**src/rtl/lcd_bus_arbiter.sv**
```systemverilog
// LCD bus arbiter: shares one HD44780-style bus between two byte writers.
// Round-robin grant with optional lock, timed setup/pulse/hold/exec phases.
module lcd_bus_arbiter #(
    parameter int T_SETUP     = 2,
    parameter int T_PULSE     = 5,
    parameter int T_HOLD      = 2,
    parameter int T_EXEC      = 2000,
    parameter int T_EXEC_LONG = 82000,
    parameter int CW          = 17
) (
    input  logic       mclk,
    input  logic       rst,
    input  logic [1:0] req,
    input  logic [1:0] lock,
    input  logic       rs_in0,
    input  logic [7:0] db_in0,
    input  logic       rs_in1,
    input  logic [7:0] db_in1,
    output logic [1:0] gnt,
    output logic [1:0] done,
    output logic       busy,
    output logic       RS,
    output logic       E,
    output logic       RW,
    output logic [7:0] DB
);

    typedef enum logic [2:0] {
        IDLE,
        SETUP,
        PULSE,
        HOLD,
        EXEC
    } state_t;

    state_t        state;
    logic [CW-1:0] cnt;
    logic          last;
    logic          own_vld;
    logic          own;
    logic          idx;
    logic          win;
    logic          cap;
    logic          long_wait;

    assign RW = 1'b0;

    assign cap = (state == IDLE) && (done == 2'b00) && (req != 2'b00);

    // clear/home commands need the long execution wait
    assign long_wait = !RS && (DB[7:2] == 6'd0);

    // pick the winner: a requesting lock owner first, then round-robin
    always_comb begin
        win = 1'b0;
        unique case (1'b1)
            (own_vld && req[own]): win = own;
            (req == 2'b01):        win = 1'b0;
            (req == 2'b10):        win = 1'b1;
            default:               win = ~last;
        endcase
    end

    // transfer sequencer with registered bus and handshake outputs
    always_ff @(posedge mclk or negedge rst) begin
        if (!rst) begin
            state   <= IDLE;
            cnt     <= '0;
            last    <= 1'b1;
            own_vld <= 1'b0;
            own     <= 1'b0;
            idx     <= 1'b0;
            gnt     <= 2'b00;
            done    <= 2'b00;
            busy    <= 1'b0;
            RS      <= 1'b0;
            E       <= 1'b0;
            DB      <= 8'h00;
        end else begin
            done <= 2'b00;
            unique case (state)
                IDLE: begin
                    if (cap) begin
                        if (own_vld && !req[own]) begin
                            own_vld <= 1'b0;
                        end
                        idx   <= win;
                        last  <= win;
                        gnt   <= win ? 2'b10 : 2'b01;
                        busy  <= 1'b1;
                        RS    <= win ? rs_in1 : rs_in0;
                        DB    <= win ? db_in1 : db_in0;
                        cnt   <= CW'(T_SETUP - 1);
                        state <= SETUP;
                    end
                end
                SETUP: begin
                    if (cnt == '0) begin
                        E     <= 1'b1;
                        cnt   <= CW'(T_PULSE - 1);
                        state <= PULSE;
                    end else begin
                        cnt <= cnt - 1'b1;
                    end
                end
                PULSE: begin
                    if (cnt == '0) begin
                        E     <= 1'b0;
                        cnt   <= CW'(T_HOLD - 1);
                        state <= HOLD;
                    end else begin
                        cnt <= cnt - 1'b1;
                    end
                end
                HOLD: begin
                    if (cnt == '0) begin
                        cnt   <= long_wait ? CW'(T_EXEC_LONG - 1)
                                           : CW'(T_EXEC - 1);
                        state <= EXEC;
                    end else begin
                        cnt <= cnt - 1'b1;
                    end
                end
                EXEC: begin
                    if (cnt == '0) begin
                        gnt     <= 2'b00;
                        busy    <= 1'b0;
                        done    <= idx ? 2'b10 : 2'b01;
                        own_vld <= lock[idx];
                        own     <= idx;
                        state   <= IDLE;
                    end else begin
                        cnt <= cnt - 1'b1;
                    end
                end
                default: state <= IDLE;
            endcase
        end
    end

endmodule
```
**config.mk**
```make
export PLATFORM = sky130hd
export DESIGN_NAME = lcd_bus_arbiter
export DESIGN_NICKNAME = d
export VERILOG_FILES = /design/src/rtl/lcd_bus_arbiter.sv
export SDC_FILE = /design/constraint.sdc
export NUM_CORES = 1
export LEC_CHECK = 0
export CORE_ASPECT_RATIO = 1.25
export CORE_MARGIN = 1.5
export CORE_UTILIZATION = 48
export CTS_CLUSTER_DIAMETER = 100
export DETAILED_ROUTE_END_ITERATION = 12
export PLACE_DENSITY_LB_ADDON = 0.25
export SLEW_MARGIN = 5
export SYNTH_ARGS = -nofsm -noshare
export SYNTH_HDL_FRONTEND = slang
export SYNTH_SLANG_ARGS = --single-unit
```
**constraint.sdc**
```tcl
create_clock -name mclk -period 2.1 [get_ports mclk]
set_input_delay 0.42 -clock mclk [delete_from_list [all_inputs] [get_ports mclk]]
set_output_delay 0.42 -clock mclk [all_outputs]
set_load 0.02 [all_outputs]
```
# == Yosys cells after proc, flatten, opt, wreduce, memory -nomap -nowiden ==
# Index checks and enable logic that the tools add are counted.
# totals
reg_bits,39
out_inout_bits,16
elab_cells,87
# op_classes
n_addsub,1
n_lt_le_gt_ge,2
n_eq_ne,13
n_mux,36
n_bitwise,1
reduce_logical,22
# ops
cell,n
2-to-1 mux 17 bit,6
one-hot mux 17 bit (5 select lines),1
zero test 17 bit,1
"subtractor 17 x 1 -> 17 bit, second input constant",1
2-to-1 mux 3 bit,5
one-hot mux 3 bit (5 select lines),1
2-to-1 mux 2 bit,6
"!= test 2 bit, second input constant",6
2-to-1 mux 1 bit,11
AND reduction 3 bit,3
2-to-1 mux 8 bit,1
"equality test 3 x 2 -> 1 bit, second input constant",2
zero test 6 bit,1
one-hot mux 1 bit (2 select lines),3
nonzero test 2 bit,3
logical AND 1 bit,5
AND reduction 5 bit,1
nonzero test 5 bit,1
"< comparator 1 x 2 -> 1 bit, second input constant",2
one-hot mux 2 bit (2 select lines),1
AND reduction 2 bit,2
AND reduction 4 bit,1
"equality test 3 x 1 -> 1 bit, second input constant",1
"equality test 3 bit, second input constant",1
other kinds (8),9

# == Depth between registers and ports, before layout ==
# Gate-level depths: netlist of the first run.
# logic_depth
ltp_word,7
mapped_depth,8

# == Worst setup path after synthesis of the first run ==
# Ideal clock, no wire load.
# synth_path
path_type,flip-flop to flip-flop
startpoint,register cnt[0]
endpoint,register cnt[8]
setup_time_ns,0.133
t_arrival_ns,2.208
path_slack_ns,-0.241
path_stages_with_launch,9
cell_sequence,dfrtp_1 -> inv_1 -> ha_1 -> or3b_1 -> clkbuf_1 -> or3_1 -> or3_1 -> o311ai_1 -> o211ai_1
# synth_between
elab_chain_cells,3
# synth_lines
element,line_no,text
from (decl),37,logic [CW-1:0] cnt;
from (signal assigned),93,cnt <= CW'(T_SETUP - 1);
from (signal assigned),100,cnt <= CW'(T_PULSE - 1);
from (signal assigned),103,cnt <= cnt - 1'b1;
subtractor 17 x 1 -> 17 bit / zero test 17 bit (equally long branches),--,
"2-to-1 mux 17 bit, or another cell as far along",125,if (cnt == '0) begin
one-hot mux 17 bit (5 select lines) / AND reduction 3 bit (equally long branches),--,
# Parallel ways exist; a longest one is shown, timed or not. The select of a mux whose other input is x is not followed.
# A chain may end at the register's enable or synchronous reset.

# == Final worst setup path of the first run ==
# layout_path
startpoint,register cnt[3]
endpoint,register cnt[13]
# Same word-level chain as after synthesis.

==> impl_metrics.py, run 1 <==
metrics = {
    "sta": {
        "fin_ws_ns": -0.103,
        "fmaxAchievable_mhz": 454,
        "rsz0062_at_grt": "true",
        "slew_violations": 0,
        "finalCriticalPeriod_ns": 2.20,
        "holdWs_ns": 0.162,
        "period_share_pct": 105,
        "setup_viol": 8,
        "hold_violations": 0,
        "finClkSkew_ns": 0.00926,
    },
    "route": {
        "wirelength_um": 7290,
        "routedWlPerCell_um": 17.9,
        "postRouteAntennaNets": 0,
        "viasPerCell": 6.10,
        "drt-initial-drc-count": 221,
        "via_count": 2488,
        "drt-pass1-iter-count": 5,
        "drc_errors": 0,
    },
    "power": {
        "intPower_uw": 1750,
        "seqPwrFrac_pct": 37.4,
        "p_sw_uw": 844,
        "p_clk_share_pct": 24.6,
        "p_per_area_nw_per_um2": 749,
        "p_sw_share_pct": 32.5,
        "comb_power_share_pct": 38.0,
        "ir_worst_vdd_mv": 0.600,
        "power.leakage_uw": 0.00151,
    },
    "floorplanning": {
        "die_h_um": 80.4,
        "initial_core_util_pct": 51.2,
        "fp.dieW_um": 64.9,
        "core_um2": 4490,
        "ioPinCount": 40,
        "fp.dieArea_um2": 5220,
        "rows": 27,
    },
    "yosys": {
        "synth_cells": 266,
        "async_flop_share_pct": 100,
        "postSynthAreaPerCell_um2": 8.64,
        "yosysTopAreaCell": "dfrtp_1",
        "synth_top_area_share_pct": 41.4,
        "ys_types": 49,
        "synth_area_leaders": "dfrtp_1 41%, o21ai_0 5.7%, nand2_1 5.1%, mux2i_1 4.4%, nor3_1 4.4%",
        "ys.warnings.count": 0,
        "synth_ff_type": "dfrtp_1",
        "syn_area_um2": 2300,
        "synth-seq-cells": 39,
        "syn-num-nets": 294,
        "synth-seq-area-share_pct": 42.5,
        "synth_edf_count": 0,
    },
    "critical_path": {
        "startpoint": "cnt[3]$_DFFE_PN0P_",
        "endpoint": "cnt[13]$_DFFE_PN0P_",
        "worstReg2RegStart": "cnt[3]$_DFFE_PN0P_",
        "path_max_fanout": 6,
        "r2r_slack_ns": -0.10,
        "worstSetupPathType": "flop to flop",
        "arrival_ns": 2.43,
        "r2r-end": "cnt[13]$_DFFE_PN0P_",
        "reg2reg_depth": 5,
        "startpoint_type": "flop",
        "end_kind": "flop",
        "required_ns": 2.33,
    },
    "grt": {
        "grt-ovfl-total": 0,
        "antenna_found_initial": 0,
        "met2_usage_pct": 51.6,
        "busiest_layer": "met2",
        "grt_max_degree": 40,
        "met3_usage_pct": 6.30,
        "grt_pass1_wl_um": 11300,
        "track_usage_pct": 28.2,
        "grt_util_met1_pct": 30.2,
        "grt_pass1_vias": 2491,
    },
    "clock_tree": {
        "clock_path_buffers": 2,
        "cts_tree": "yes",
        "path_clk_slew_ns": 0.08,
        "cts_max_level": 2,
        "ctsHoldBuffers": 0,
        "clockRootBuffer": "clkbuf_8",
        "clock_latency_ns": 0.30,
        "cts_buffers": 5,
        "clock-sinks": 39,
    },
    "layout": {
        "fin_area_um2": 3470,
        "fin_nets": 377,
        "post-route-util_pct": 77.2,
        "syn_to_final_growth_pct": 51.0,
        "layout-drive-gt1-share_pct": 28.6,
        "mostFrequentLayoutCells": "49 x buf_4, 37 x dfrtp_1, 37 x clkdlybuf4s50_1",
        "diodes": 0,
        "stdcell_count": 408,
        "final_common_cell": "buf_4",
    },
    "placed_design": {
        "placed_area_um2": 3090,
        "port_buffers": 38,
        "place_inst": 392,
        "pre_cts_slack_ns": -0.385,
        "place.gp.congestion": 0.907,
        "hpwl_um": 4670,
    },
    "status": {
        "failed_checks": "setup timing",
        "status": "complete, but fails checks",
    },
    "worst_hold_path": {
        "worstHoldPathType": "input pin to async pin",
    },
    "run": {
        "max-cap-violations": 0,
    },
}
[area by class of cell]
| class | count | area [um2] |
|---|---|---|
| flip-flops and latches | 39 | 978 |
| repair buffers | 94 | 885 |
| clock buffers | 5 | 68.8 |
| well taps | 58 | 72.6 |
| clock inverters | 3 | 43.8 |
| fillers | 312 | 1020 |
| inverters | 7 | 26.3 |
| multi-input cells | 202 | 1400 |
[worst max-delay path, stage by stage, from the launching register on]
cell	delay, ns
dfrtp_2	0.46
or4_4	0.54
or3_4	0.34
or3_4	0.34
or3_4	0.33
a21oi_2	0.11
[flip-flops by register name (all words and copies together) (netlist names)]
register,flops
DB,8
own,1
busy,1
RS,1
idx,1
gnt,2
state,3
cnt,17
own_vld,1
last,1
E,1
done,2
[synth_stat cells (all sizes together) (2+ instances only)]
cell,instances
o311ai,5
nor4,11
nor3,20
ha,4
clkbuf,15
or3,12
a211o,2
o21ai,28
o211ai,5
a21o,5
xnor2,2
nand2,31
dfrtp,38
or4,3
a211oi,2
mux2i,10
inv,7
nand4,3
nand2b,3
nand3,6
a31oi,6
nor2,12
a21boi,2
mux2,2
buf,3
a21oi,12
[routing by layer]
layer	part of all wire (%)	up-vias
met1	36	1192
met5	0	-
met3	6.0	30
met2	54	110
li1	-	1156
met4	3.5	0
[cells by family after synthesis]
group	count (synthesis)	share of synthesized area [%]
simple gates	108	24.1
mux	12	5.33
xor+xnor	3	1.14
fa+ha+maj	4	2.18
flops	39	42.5
buf+inv	25	4.35
compound gates	74	20.3
other cells	1	0.163
[timing repair]
action	in CTS	in global routing
pin swaps	2	3
buffers inserted	1	5
cloned	0	2
gates resized for setup	16	20
setup endpoints to repair	14	26
hold endpoints to repair	0	0
[worst min path at each step]
stage	from	to	slack (ns)	cells after the start
2_1_floorplan	rst	DB[0]$_DFFE_PN0P_	0.12	0
3_3_place_gp	DB[1]$_DFFE_PN0P_	DB[1]$_DFFE_PN0P_	0.47	2
3_5_place_dp	busy$_DFFE_PN0P_	busy$_DFFE_PN0P_	0.46	2
4_1_cts	rst	DB[1]$_DFFE_PN0P_	0.18	2
5_1_grt	rst	cnt[10]$_DFFE_PN0P_	0.21	2
6_report	rst	cnt[11]$_DFFE_PN0P_	0.16	2
[power by group through the flow]
stage | combinational (uW) | sequential, uW | clock [uW]
floorplan | 431 | 983 | 0
global placement | 843 | 964 | 0
detailed placement | 861 | 968 | 0
CTS | 912 | 964 | 648
global route | 1070 | 991 | 688
finish | 986 | 972 | 640
[per-stage QoR]
step	power, uW	setup TNS (ns)
after CTS	2520	-0.166
after global routing	2750	-1.84
after floorplan	1410	-0.262
after global placement	1810	-4.55
after detailed placement	1830	-6.30
final	2600	-0.319
Note: power is estimated with default switching activity, not from simulation.
==> inputs of run 2 (changes only) <==
--- a/config.mk
+++ b/config.mk
@@ -10,6 +10,7 @@
 export CORE_UTILIZATION = 48
 export CTS_CLUSTER_DIAMETER = 100
 export DETAILED_ROUTE_END_ITERATION = 12
+export GPL_TIMING_DRIVEN = 0
 export PLACE_DENSITY_LB_ADDON = 0.25
 export SLEW_MARGIN = 5
 export SYNTH_ARGS = -nofsm -noshare
==> run 2 against run 1 <==
The run ends with hold timing, setup timing left. Setup slack worse by 0.10 ns. Maximum frequency down 4.4%. Sequential share of layout area up 0.12 points.
==> impl_metrics.py, run 2 (synthesis results as in run 1) <==
metrics = {
    "status": {
        "status": "complete, but fails checks",
        "failed_checks": "hold timing, setup timing",
    },
    "layout": {
        "fin_nets": 368,
        "layout-drive-gt1-share_pct": 31.1,
        "largest_reg_flops": 17,
        "post-route-util_pct": 77.0,
        "top_register": "cnt",
        "final_common_cell": "dfrtp_1",
        "diodes": 0,
        "mostFrequentLayoutCells": "36 x dfrtp_1, 35 x clkdlybuf4s50_1, 30 x nand2_1",
        "top_regs": "cnt (17), DB (8), state (3)",
        "syn_to_final_growth_pct": 50.6,
    },
    "route": {
        "drt-initial-drc-count": 271,
        "drc_errors": 0,
        "viasPerCell": 6.33,
        "drt-pass1-iter-count": 4,
        "postRouteAntennaNets": 0,
        "wirelength_um": 7520,
        "routedWlPerCell_um": 18.8,
        "via_count": 2527,
    },
    "clock_tree": {
        "clock_path_buffers": 2,
        "cts_buffers": 5,
        "cts_max_level": 2,
        "ctsHoldBuffers": 0,
        "clockRootBuffer": "clkbuf_8",
        "cts_tree": "yes",
        "clock_latency_ns": 0.30,
        "clock-sinks": 39,
        "path_clk_slew_ns": 0.09,
    },
    "sta": {
        "period_share_pct": 110,
        "max_slew.worst_pin.slew_ns": 0.787,
        "rsz0062_at_grt": "true",
        "hold_violations": 3,
        "fin_ws_ns": -0.206,
        "setup_viol": 14,
        "finalCriticalPeriod_ns": 2.31,
        "slew_violations": 0,
        "relSlewSlack_pct": 47.1,
        "holdWs_ns": -0.00264,
        "fmaxAchievable_mhz": 434,
        "finClkSkew_ns": 0.0133,
    },
    "critical_path": {
        "slowest_delay_ns": 0.41,
        "path_max_fanout": 4,
        "critPathBufInv": 1,
        "end_kind": "flop",
        "crit_family": "simple AND/OR/NAND/NOR gates",
        "r2r_slack_ns": -0.21,
        "worstSetupPathType": "flop to flop",
        "crit_chain": "inv_2 -> ha_4 -> or3b_4 -> or3_4 -> or3_4 -> o311ai_2 -> o211ai_1",
        "slowest_stage": "dfrtp_1",
        "required_ns": 2.27,
        "arrival_ns": 2.48,
        "cpMostUsedCell": "or3_4",
        "startpoint_type": "flop",
    },
    "placed_design": {
        "hpwl_um": 4400,
        "place.gp.congestion": 0.954,
        "port_buffers": 38,
    },
    "power": {
        "ir_worst_vdd_mv": 0.469,
        "p_per_area_nw_per_um2": 719,
        "intPower_uw": 1610,
        "p_sw_uw": 882,
        "comb_power_share_pct": 39.8,
        "p_sw_share_pct": 35.4,
        "power.leakage_uw": 0.00144,
        "p_clk_share_pct": 20.4,
        "seqPwrFrac_pct": 39.8,
    },
    "floorplanning": {
        "initial_core_util_pct": 51.2,
        "rows": 27,
        "fp.dieArea_um2": 5220,
        "fp.dieW_um": 64.9,
        "ioPinCount": 40,
        "core_um2": 4490,
        "die_h_um": 80.4,
    },
    "grt": {
        "grt-ovfl-total": 0,
        "track_usage_pct": 26.7,
        "grt_pass1_vias": 2304,
        "grt_max_degree": 28,
        "antenna_found_initial": 0,
        "grt_pass1_wl_um": 10600,
    },
    "run": {
        "max-cap-violations": 0,
    },
    "worst_hold_path": {
        "worstHoldPathType": "input pin to async pin",
    },
}
-- run 2: cell types whose count changed in the layout (fill, tap and decap cells not counted), sizes merged --
| cell | delta |
|---|---|
| buf | -17 |
| clkbuf | +8 |
| bufinv | -1 |
| dlymetal6s2s | +1 |
| clkdlybuf4s50 | -2 |
| clkinv | +1 |
| dlygate4sd2 | +1 |
-- run 2: routing by layer --
layer | up-vias | GRT usage, % | share of wire (%)
met3 | 31 | 6.72 | 7.4
met4 | 0 | 15.7 | 4.4
met1 | 1220 | 28.5 | 36
met5 | - | 0 | 0
met2 | 135 | 47.1 | 52
li1 | 1141 | - | -
-- run 2: final timing paths --
path | start | end | depth (start not counted)
setup / recovery | cnt[1]$_DFFE_PN0P_ | cnt[8]$_DFFE_PN0P_ | 7
hold / removal | rst | cnt[14]$_DFFE_PN0P_ | 1
setup reg to reg | cnt[1]$_DFFE_PN0P_ | cnt[8]$_DFFE_PN0P_ | 7
hold reg to reg | busy$_DFFE_PN0P_ | busy$_DFFE_PN0P_ | 2
max in group asynchronous | rst | last$_DFFE_PN1P_ | 2
min in group mclk | busy$_DFFE_PN0P_ | busy$_DFFE_PN0P_ | 2
-- run 2: per-stage QoR --
step | instances | power, uW | setup slack [ns] | setup TNS, ns | cell area [um2]
4_1_cts | 382 | 2300 | -0.189 | -0.381 | 3110
3_3_place_gp | 362 | 1600 | -0.665 | -31.96 | 2780
2_1_floorplan | 266 | 1410 | -0.134 | -0.262 | 2330
6_report | 399 | 2490 | -0.206 | -1.26 | 3460
5_1_grt | 399 | 2610 | -0.350 | -2.84 | 3460
3_5_place_dp | 363 | 1630 | -0.730 | -18.70 | 2800
-- run 2: power groups by stage --
stage | sequential, uW | combinational, uW | clock (uW)
5_1_grt | 1010 | 1070 | 538
2_1_floorplan | 983 | 431 | 0
4_1_cts | 991 | 797 | 512
3_3_place_gp | 988 | 612 | 0
3_5_place_dp | 995 | 631 | 0
6_report | 991 | 992 | 507
-- run 2: area by class of cell --
cell class	instances	area [um2]
sequential	39	980
buffer	14	101
multi-input combinational	202	1510
inverter	7	26.3
tap	58	72.6
clock buffer	5	68.8
timing repair buffer	71	686
fill	326	1030
clock inverter	3	15.0
-- run 2: repair_timing --
action | 4_1_cts | 5_1_grt
gates resized for setup | 39 | 54
endpoints found under the setup margin | 37 | 33
buffers inserted | 12 | 19
gates cloned | 1 | 1
pin swaps | 3 | 21
hold endpoints to repair | 0 | 0
==> inputs of run 3 (changes only) <==
--- a/config.mk
+++ b/config.mk
@@ -6,7 +6,6 @@
 export NUM_CORES = 1
 export LEC_CHECK = 0
 export CORE_ASPECT_RATIO = 1.25
-export CORE_MARGIN = 1.5
 export CORE_UTILIZATION = 48
 export CTS_CLUSTER_DIAMETER = 100
 export DETAILED_ROUTE_END_ITERATION = 12
==> run 3 against run 2 <==
The run ends with setup timing left. Critical path depth unchanged. Combinational power grew 6%. Core utilization decreased by 0.11 points. First-iteration DRC count up 6.3%. Sequential cell count unchanged. Routed wire length up 3.8%. Die area is 2.8% lower. Power rose by 8.7%. Setup slack better by 0.042 ns. Via count is 4.1% higher. Clock skew down 0.0078 ns. Sequential share of layout area is 0.077 points higher.
==> impl_metrics.py, run 3 (synthesis results as in run 1) <==
metrics = {
    "layout": {
        "layout-drive-gt1-share_pct": 31.3,
        "layout.area.seq_um2": 981,
        "post-route-util_pct": 76.9,
        "largest_reg_flops": 17,
        "top_regs": "cnt (17), DB (8), state (3)",
        "multi_input_area_um2": 1490,
        "final.fill_count": 291,
        "fin_nets": 369,
        "stdcell_count": 400,
        "mostFrequentLayoutCells": "35 x dfrtp_1, 35 x clkdlybuf4s50_1, 30 x nand2_1",
        "diodes": 0,
        "top_register": "cnt",
        "syn_to_final_growth_pct": 50.4,
    },
    "clock_tree": {
        "cts_tree": "yes",
        "clock_path_buffers": 2,
        "clock-sinks": 39,
        "cts_max_level": 2,
        "clock_latency_ns": 0.30,
        "path_clk_slew_ns": 0.08,
        "clockRootBuffer": "clkbuf_8",
        "cts_buffers": 5,
        "ctsHoldBuffers": 0,
    },
    "critical_path": {
        "endpoint": "cnt[8]$_DFFE_PN0P_",
        "cpMostUsedCell": "or3_4",
        "r2r_slack_ns": -0.16,
        "critPathBufInv": 1,
        "worstReg2RegStart": "cnt[1]$_DFFE_PN0P_",
        "r2r-end": "cnt[8]$_DFFE_PN0P_",
        "cp.depth": 7,
        "startpoint": "cnt[1]$_DFFE_PN0P_",
        "arrival_ns": 2.44,
        "startpoint_type": "flop",
        "slowest_delay_ns": 0.42,
        "path_max_fanout": 4,
        "required_ns": 2.27,
        "reg2reg_depth": 7,
        "worstSetupPathType": "flop to flop",
        "slowest_stage": "or3b_4",
        "crit_family": "simple AND/OR/NAND/NOR gates",
        "end_kind": "flop",
        "crit_chain": "inv_2 -> ha_4 -> or3b_4 -> or3_4 -> or3_4 -> o311ai_2 -> o211ai_1",
    },
    "floorplanning": {
        "initial_core_util_pct": 51.2,
        "fp.dieArea_um2": 5070,
        "die_h_um": 79.4,
        "core_um2": 4490,
        "rows": 27,
        "fp.dieW_um": 63.9,
        "ioPinCount": 40,
    },
    "grt": {
        "grt_pass1_vias": 2500,
        "track_usage_pct": 28.5,
        "antenna_found_initial": 0,
        "grt_pass1_wl_um": 11100,
        "grt_max_degree": 22,
        "grt-ovfl-total": 0,
    },
    "route": {
        "via_count": 2631,
        "drt-pass1-iter-count": 6,
        "drt-initial-drc-count": 288,
        "postRouteAntennaNets": 0,
        "routedWlPerCell_um": 19.5,
        "drc_errors": 0,
        "wirelength_um": 7800,
        "viasPerCell": 6.58,
    },
    "sta": {
        "fmaxAchievable_mhz": 442,
        "finClkSkew_ns": 0.00555,
        "rsz0062_at_grt": "true",
        "fin_ws_ns": -0.164,
        "finalCriticalPeriod_ns": 2.26,
        "finalSetupTns_ns": -1.17,
        "slew_violations": 0,
        "max_slew.worst_pin.slew_ns": 0.701,
        "holdWs_ns": 0.0810,
        "period_share_pct": 108,
        "setup_viol": 15,
        "relSlewSlack_pct": 53.0,
        "hold_violations": 0,
    },
    "placed_design": {
        "port_buffers": 38,
        "place_inst": 363,
        "place.gp.congestion": 0.909,
        "hpwl_um": 4360,
    },
    "power": {
        "p_sw_uw": 908,
        "ir_worst_vdd_mv": 0.493,
        "p_per_area_nw_per_um2": 783,
        "p_clk_share_pct": 24.5,
        "intPower_uw": 1800,
        "power.leakage_uw": 0.00145,
        "comb_power_share_pct": 38.9,
        "p_sw_share_pct": 33.6,
        "p_total_uw": 2700,
        "seqPwrFrac_pct": 36.6,
    },
    "run": {
        "max-cap-violations": 0,
    },
    "worst_hold_path": {
        "worstHoldPathType": "input pin to async pin",
    },
    "status": {
        "status": "complete, but fails checks",
        "failed_checks": "setup timing",
    },
}
run 3: layout make-up:
type                            count  area share (%)
Tap cell                           58            2.10
Sequential cell                    39            28.4
Clock inverter                      2            1.01
Buffer                             15            2.79
Multi-Input combinational cell    202            43.2
Clock buffer                        6            2.39
Inverter                            7           0.760
Timing Repair Buffer               71            19.3
run 3: per-layer routing:
metal | up-vias | share of wire (%) | global-route usage, %
met4 | 0 | 5.9 | 16.1
met5 | - | 0 | 0
met1 | 1247 | 35 | 29.4
li1 | 1140 | - | -
met3 | 51 | 7.3 | 6.75
met2 | 193 | 51 | 52.1
run 3: repair_timing:
| action | 4_1_cts | 5_1_grt |
|---|---|---|
| setup endpoints to repair | 37 | 34 |
| resized for setup | 35 | 56 |
| buffers inserted | 19 | 10 |
| pin swaps | 3 | 11 |
| gates cloned | 1 | 2 |
run 3: worst min path at each step:
| stage | startpoint | to | slack (ns) | depth (start not counted) |
|---|---|---|---|---|
| finish | rst | cnt[16]$_DFFE_PN0P_ | 0.08 | 1 |
| floorplan | rst | DB[0]$_DFFE_PN0P_ | 0.12 | 0 |
| detailed placement | rst | cnt[16]$_DFFE_PN0P_ | 0.42 | 1 |
| global placement | busy$_DFFE_PN0P_ | busy$_DFFE_PN0P_ | 0.47 | 2 |
| global route | rst | cnt[16]$_DFFE_PN0P_ | 0.11 | 1 |
| CTS | rst | cnt[16]$_DFFE_PN0P_ | 0.1 | 1 |
run 3: power groups by stage:
stage                     clock network [uW]  logic (uW)  registers [uW]
after floorplan                            0         431             983
after global placement                     0         611             987
after detailed placement                   0         635             992
after CTS                                664         894             972
after global routing                     700        1120            1000
final                                    662        1050             990
run 3: metrics by stage:
stage	area (um2)	worst slack, ns
6_report	3460	-0.164
2_1_floorplan	2330	-0.134
3_3_place_gp	2780	-0.664
4_1_cts	3190	-0.117
3_5_place_dp	2800	-0.697
5_1_grt	3460	-0.232
==> edit 1, RTL diff (config.mk and constraints of run 1) <==
Encoding of `state_t`: now one-hot (5 bits for 5 states).
--- a/src/rtl/lcd_bus_arbiter.sv
+++ b/src/rtl/lcd_bus_arbiter.sv
@@ -25,12 +25,12 @@
     output logic [7:0] DB
 );
 
-    typedef enum logic [2:0] {
-        IDLE,
-        SETUP,
-        PULSE,
-        HOLD,
-        EXEC
+    typedef enum logic [4:0] {
+        IDLE  = 5'b00001,
+        SETUP = 5'b00010,
+        PULSE = 5'b00100,
+        HOLD  = 5'b01000,
+        EXEC  = 5'b10000
     } state_t;
 
     state_t        state;
Function: no difference found for any inputs over 10 cycles, from zero or initial values and one cycle with rst low; not proved beyond that.
==> edit 1 against run 1 <==
  * Setup slack improved by 130 ps
  * Wire length decreased by 13%
  * Count of clock-buffer cells in the layout increased by 1
  * Sequential cell count increased by 2
  * Synthesized area increased by 4.3%
  * Highest routed layer unchanged
  * Design area decreased by 1.7%
  * Synthesized cell count decreased by 0.75%
  * First-iteration DRC count decreased by 23%
Power is not compared: it rests on default switching activity, and its combinational part moved more than twofold at a synthesized area within 25%.
==> edit 1: results (changes against run 1) <==
The tools report the capturing instance or port of the critical path as cnt[12] (was cnt[13]). The run gives 42.90% (was 42.51%) as the sequential-to-total area share from yosys stat. The logs give 1400 um2 (was 1396 um2) for the footprint of the multi-input gates and 3381 um (was 3946 um) for the wire length on met2. The fraction of the core area covered by cells at the end of the flow is 71.64% (was 77.25%), and the cell area after placement is 3062 um2 (was 3092 um2). The maximum fanout along the worst path is 7 (was 6). Average vias per placed instance: 5.703 (was 6.098). The tapcell count was 60 (was 58); the detailed-routed wire length on met3 was 257 um (was 435 um). The half-perimeter wire length of the detailed placement result is 4412 um (was 4669 um). The master of the slowest instance on the critical path was or4b_4 (was or4_4). The run gives -240.2 ps (was -385.2 ps) as the pre-CTS setup slack. The data arrival time of the critical path was 2270 ps (was 2430 ps). The number of non-clock inverters in the layout came out at 10 (was 7). The worst-case hold slack came out at 171.0 ps (was 161.9 ps). Largest cells by area after synthesis: dfrtp_1 (41%), o21ai_0 (6.3%), mux2i_1 (5.0%) (was dfrtp_1 (41%), o21ai_0 (5.7%), nand2_1 (5.1%)).

The tools report the count of distinct cell types in the synthesized netlist as 55 (was 49). The cell family with the largest share of critical-path delay is compound AO/OA/AOI/OAI gates (was simple AND/OR/NAND/NOR gates). The number of cells after detailed placement is 387 (was 392), and the number of signal-net buffers in the layout is 83 (was 94). Global routing usage on met3: 4.658% (was 6.303%). The met1 track utilization from global routing was 27.11% (was 30.22%); the buffer count from post-CTS setup fixing was 0 (was 1). Capturing point of the worst reg2reg path: cnt[12] (was cnt[13]). The tools report the number of detailed-route iterations in the first pass as 4 (was 5). For the met1 wire length, the log shows 2509 um (was 2657 um). Global-route wire length before repair: 9825 um (was 11,260 um). The number of DRC markers in iteration 0 was 171 (was 221).

The flow ran to the end, and the final reports show no timing, DRC or antenna violations. The weighted congestion at the end of routability-driven global placement is 0.8894 (was 0.9065), and the total wire length is 6323 um (was 7293 um). The count of filler cells inserted in the layout is 394 (was 312), and the layout clock buffer count is 6 (was 5).

The pin count of the biggest net entering global routing is 42 (was 40), and the maximum single-stage delay on the critical path is 580 ps (was 540 ps). The run gives 199 (was 202) as the layout multi-input combinational cell count. The register share of the cell area is 30.17% (was 28.19%).

Synth top cells by count: dfrtp_1 (39), o21ai_0 (30), nor2_1 (29) (was dfrtp_1 (38), nand2_1 (31), o21ai_0 (26)). Total nets after synthesis: 292 (was 294). The count of mapped cells out of synthesis is 264 (was 266), and the number of gates resized after CTS is 6 (was 16). Leading registers by flop count: cnt x17, DB x8, state x5 (was cnt x17, DB x8, state x3). The tools report the worst setup slack after layout as 24.05 ps (was -103.1 ps).

The data-path buffer share of cell area in the final layout came out at 22.03% (was 25.49%). For the number of global-route vias before repair, the log shows 2,256 (was 2,491). The origin of the worst setup path was state[3] (was cnt[3]). Final-layout clock-cell area share: 3.262% (was 3.244%). The logs give 401 (was 408) for the post-layout instance count excluding filler cells and 41.80% (was 51.65%) for the global-route track usage on met2.
## edit 1: changes by cell type in the layout (fill, tap and decap cells not counted), sizes merged, moves of 4 or more
| cell | before | now |
|---|---|---|
| nor3 | 20 | 13 |
| buf | 55 | 45 |
| nand4 | 3 | 7 |
| o211ai | 5 | 0 |
| nand2 | 31 | 19 |
| or3 | 12 | 4 |
| nor2 | 12 | 30 |
| nor4 | 11 | 5 |
| o21ai | 28 | 40 |
| o311ai | 5 | 0 |
## edit 1: cells by family (layout without fill, tap and decap cells)
family | after synthesis | count (layout) | synth area share (%)
other | 1 | 1 | 0.1564
adders and majority gates | 4 | 4 | 2.088
muxes | 12 | 12 | 5.011
and+or+nand+nor | 101 | 101 | 22.70
buffers and inverters | 24 | 101 | 5.480
DFF | 41 | 41 | 42.90
xor gates and xnor gates | 2 | 2 | 0.7308
AOI/OAI and AO/OA | 79 | 79 | 20.93
==> edit 2, RTL diff (flow settings as in run 1) <==
Without the edit above. `CW`: 17 -> 34.
--- a/src/rtl/lcd_bus_arbiter.sv
+++ b/src/rtl/lcd_bus_arbiter.sv
@@ -6,7 +6,7 @@
     parameter int T_HOLD      = 2,
     parameter int T_EXEC      = 2000,
     parameter int T_EXEC_LONG = 82000,
-    parameter int CW          = 17
+    parameter int CW          = 34
 ) (
     input  logic       mclk,
     input  logic       rst,
Check against the original RTL: same outputs for any inputs over 10 cycles, from zero or initial values and one cycle with rst low; that may be too few to reach the edited logic, so the function may still have changed.
==> edit 2 against run 1 <==
  * The flow still finishes with violations (setup timing)
  * Wire length grew 39%
  * Design area grew 40%
  * Power grew 57%
  * Setup slack lost 570 ps
  * Synthesized area grew 43%
  * Clock power is essentially flat
  * Combinational power grew 96%
  * Cell count grew 46%
  * Sequential cell count grew 17
  * Critical path type unchanged
  * Largest cell class unchanged
  * Highest routed layer unchanged
==> edit 2: results (changes against run 1) <==
The run finished, with violations left. Violations in the final reports: setup timing (unchanged). Setup TNS: -24,630 ps (was -318.9 ps).

The number of endpoints failing setup at the final stage was 45 (was 8); the post-layout instance count excluding filler cells was 595 (was 408). The cell area power density was 835.8 nW/um2 (was 748.5 nW/um2). The data arrival time of the critical path is 2970 ps (was 2430 ps), and the number of cells after detailed placement is 575 (was 392). The half-perimeter wire length of the detailed placement result is 7024 um (was 4669 um), and the count of mapped cells out of synthesis is 374 (was 266). Number of global-route vias before repair: 3,576 (was 2,491). The number of clock sinks was 56 (was 39); the share of post-route cells with drive strength above 1 was 34.45% (was 28.57%). The combinational share of power was 47.5% (was 38.0%); the maximum single-stage delay on the critical path was 600 ps (was 540 ps). The clock latency on the worst-skew pair is 320 ps (was 300 ps), and the total nets after synthesis is 401 (was 294). The worst setup slack after layout was -672.8 ps (was -103.1 ps); the maximum fanout along the worst path was 9 (was 6). Static leakage: 2.242 nW (was 1.515 nW). The layout multi-input combinational cell count was 286 (was 202); the signed area change from the synthesized netlist to the final layout was 47.78% (was 51.01%).

The logs give 7 (was 5) for the layout clock buffer count and 1403 um2 (was 978.4 um2) for the area taken by flip-flops and latches. The number of gates resized after CTS came out at 23 (was 16).
==> edit 2: changes by cell type in the layout (fill, tap and decap cells not counted), sizes merged, moves of 6 or more <==
cell / run 1 / this run
o21ai: 28 / 34
dfrtp: 38 / 55
nand3: 6 / 12
buf: 55 / 109
nor2: 12 / 28
a31oi: 6 / 13
or4: 3 / 13
a21oi: 12 / 31
nand2: 31 / 42
==> edit 2: per-layer routing <==
metal | part of all wire [%] | global-route usage, % | wire [um]
met4 | 3.0 | 13.48 | 307
met3 | 4.2 | 5.072 | 423
met2 | 53 | 51.25 | 5432
met5 | 0 | 0 | 0
met1 | 39 | 30.96 | 4002
==> edit 2: worst paths after layout <==
check	startpoint	end	slack (ps)	depth (start not counted)
worst max-delay path	cnt[24]	cnt[30]	-670	6
worst min-delay path	rst	cnt[23]	80	2
worst max register to register	cnt[24]	cnt[30]	-670	6
worst min register to register	DB[1]	DB[1]	490	2
max in group asynchronous	rst	last	1690	2
min in group mclk	DB[1]	DB[1]	490	2
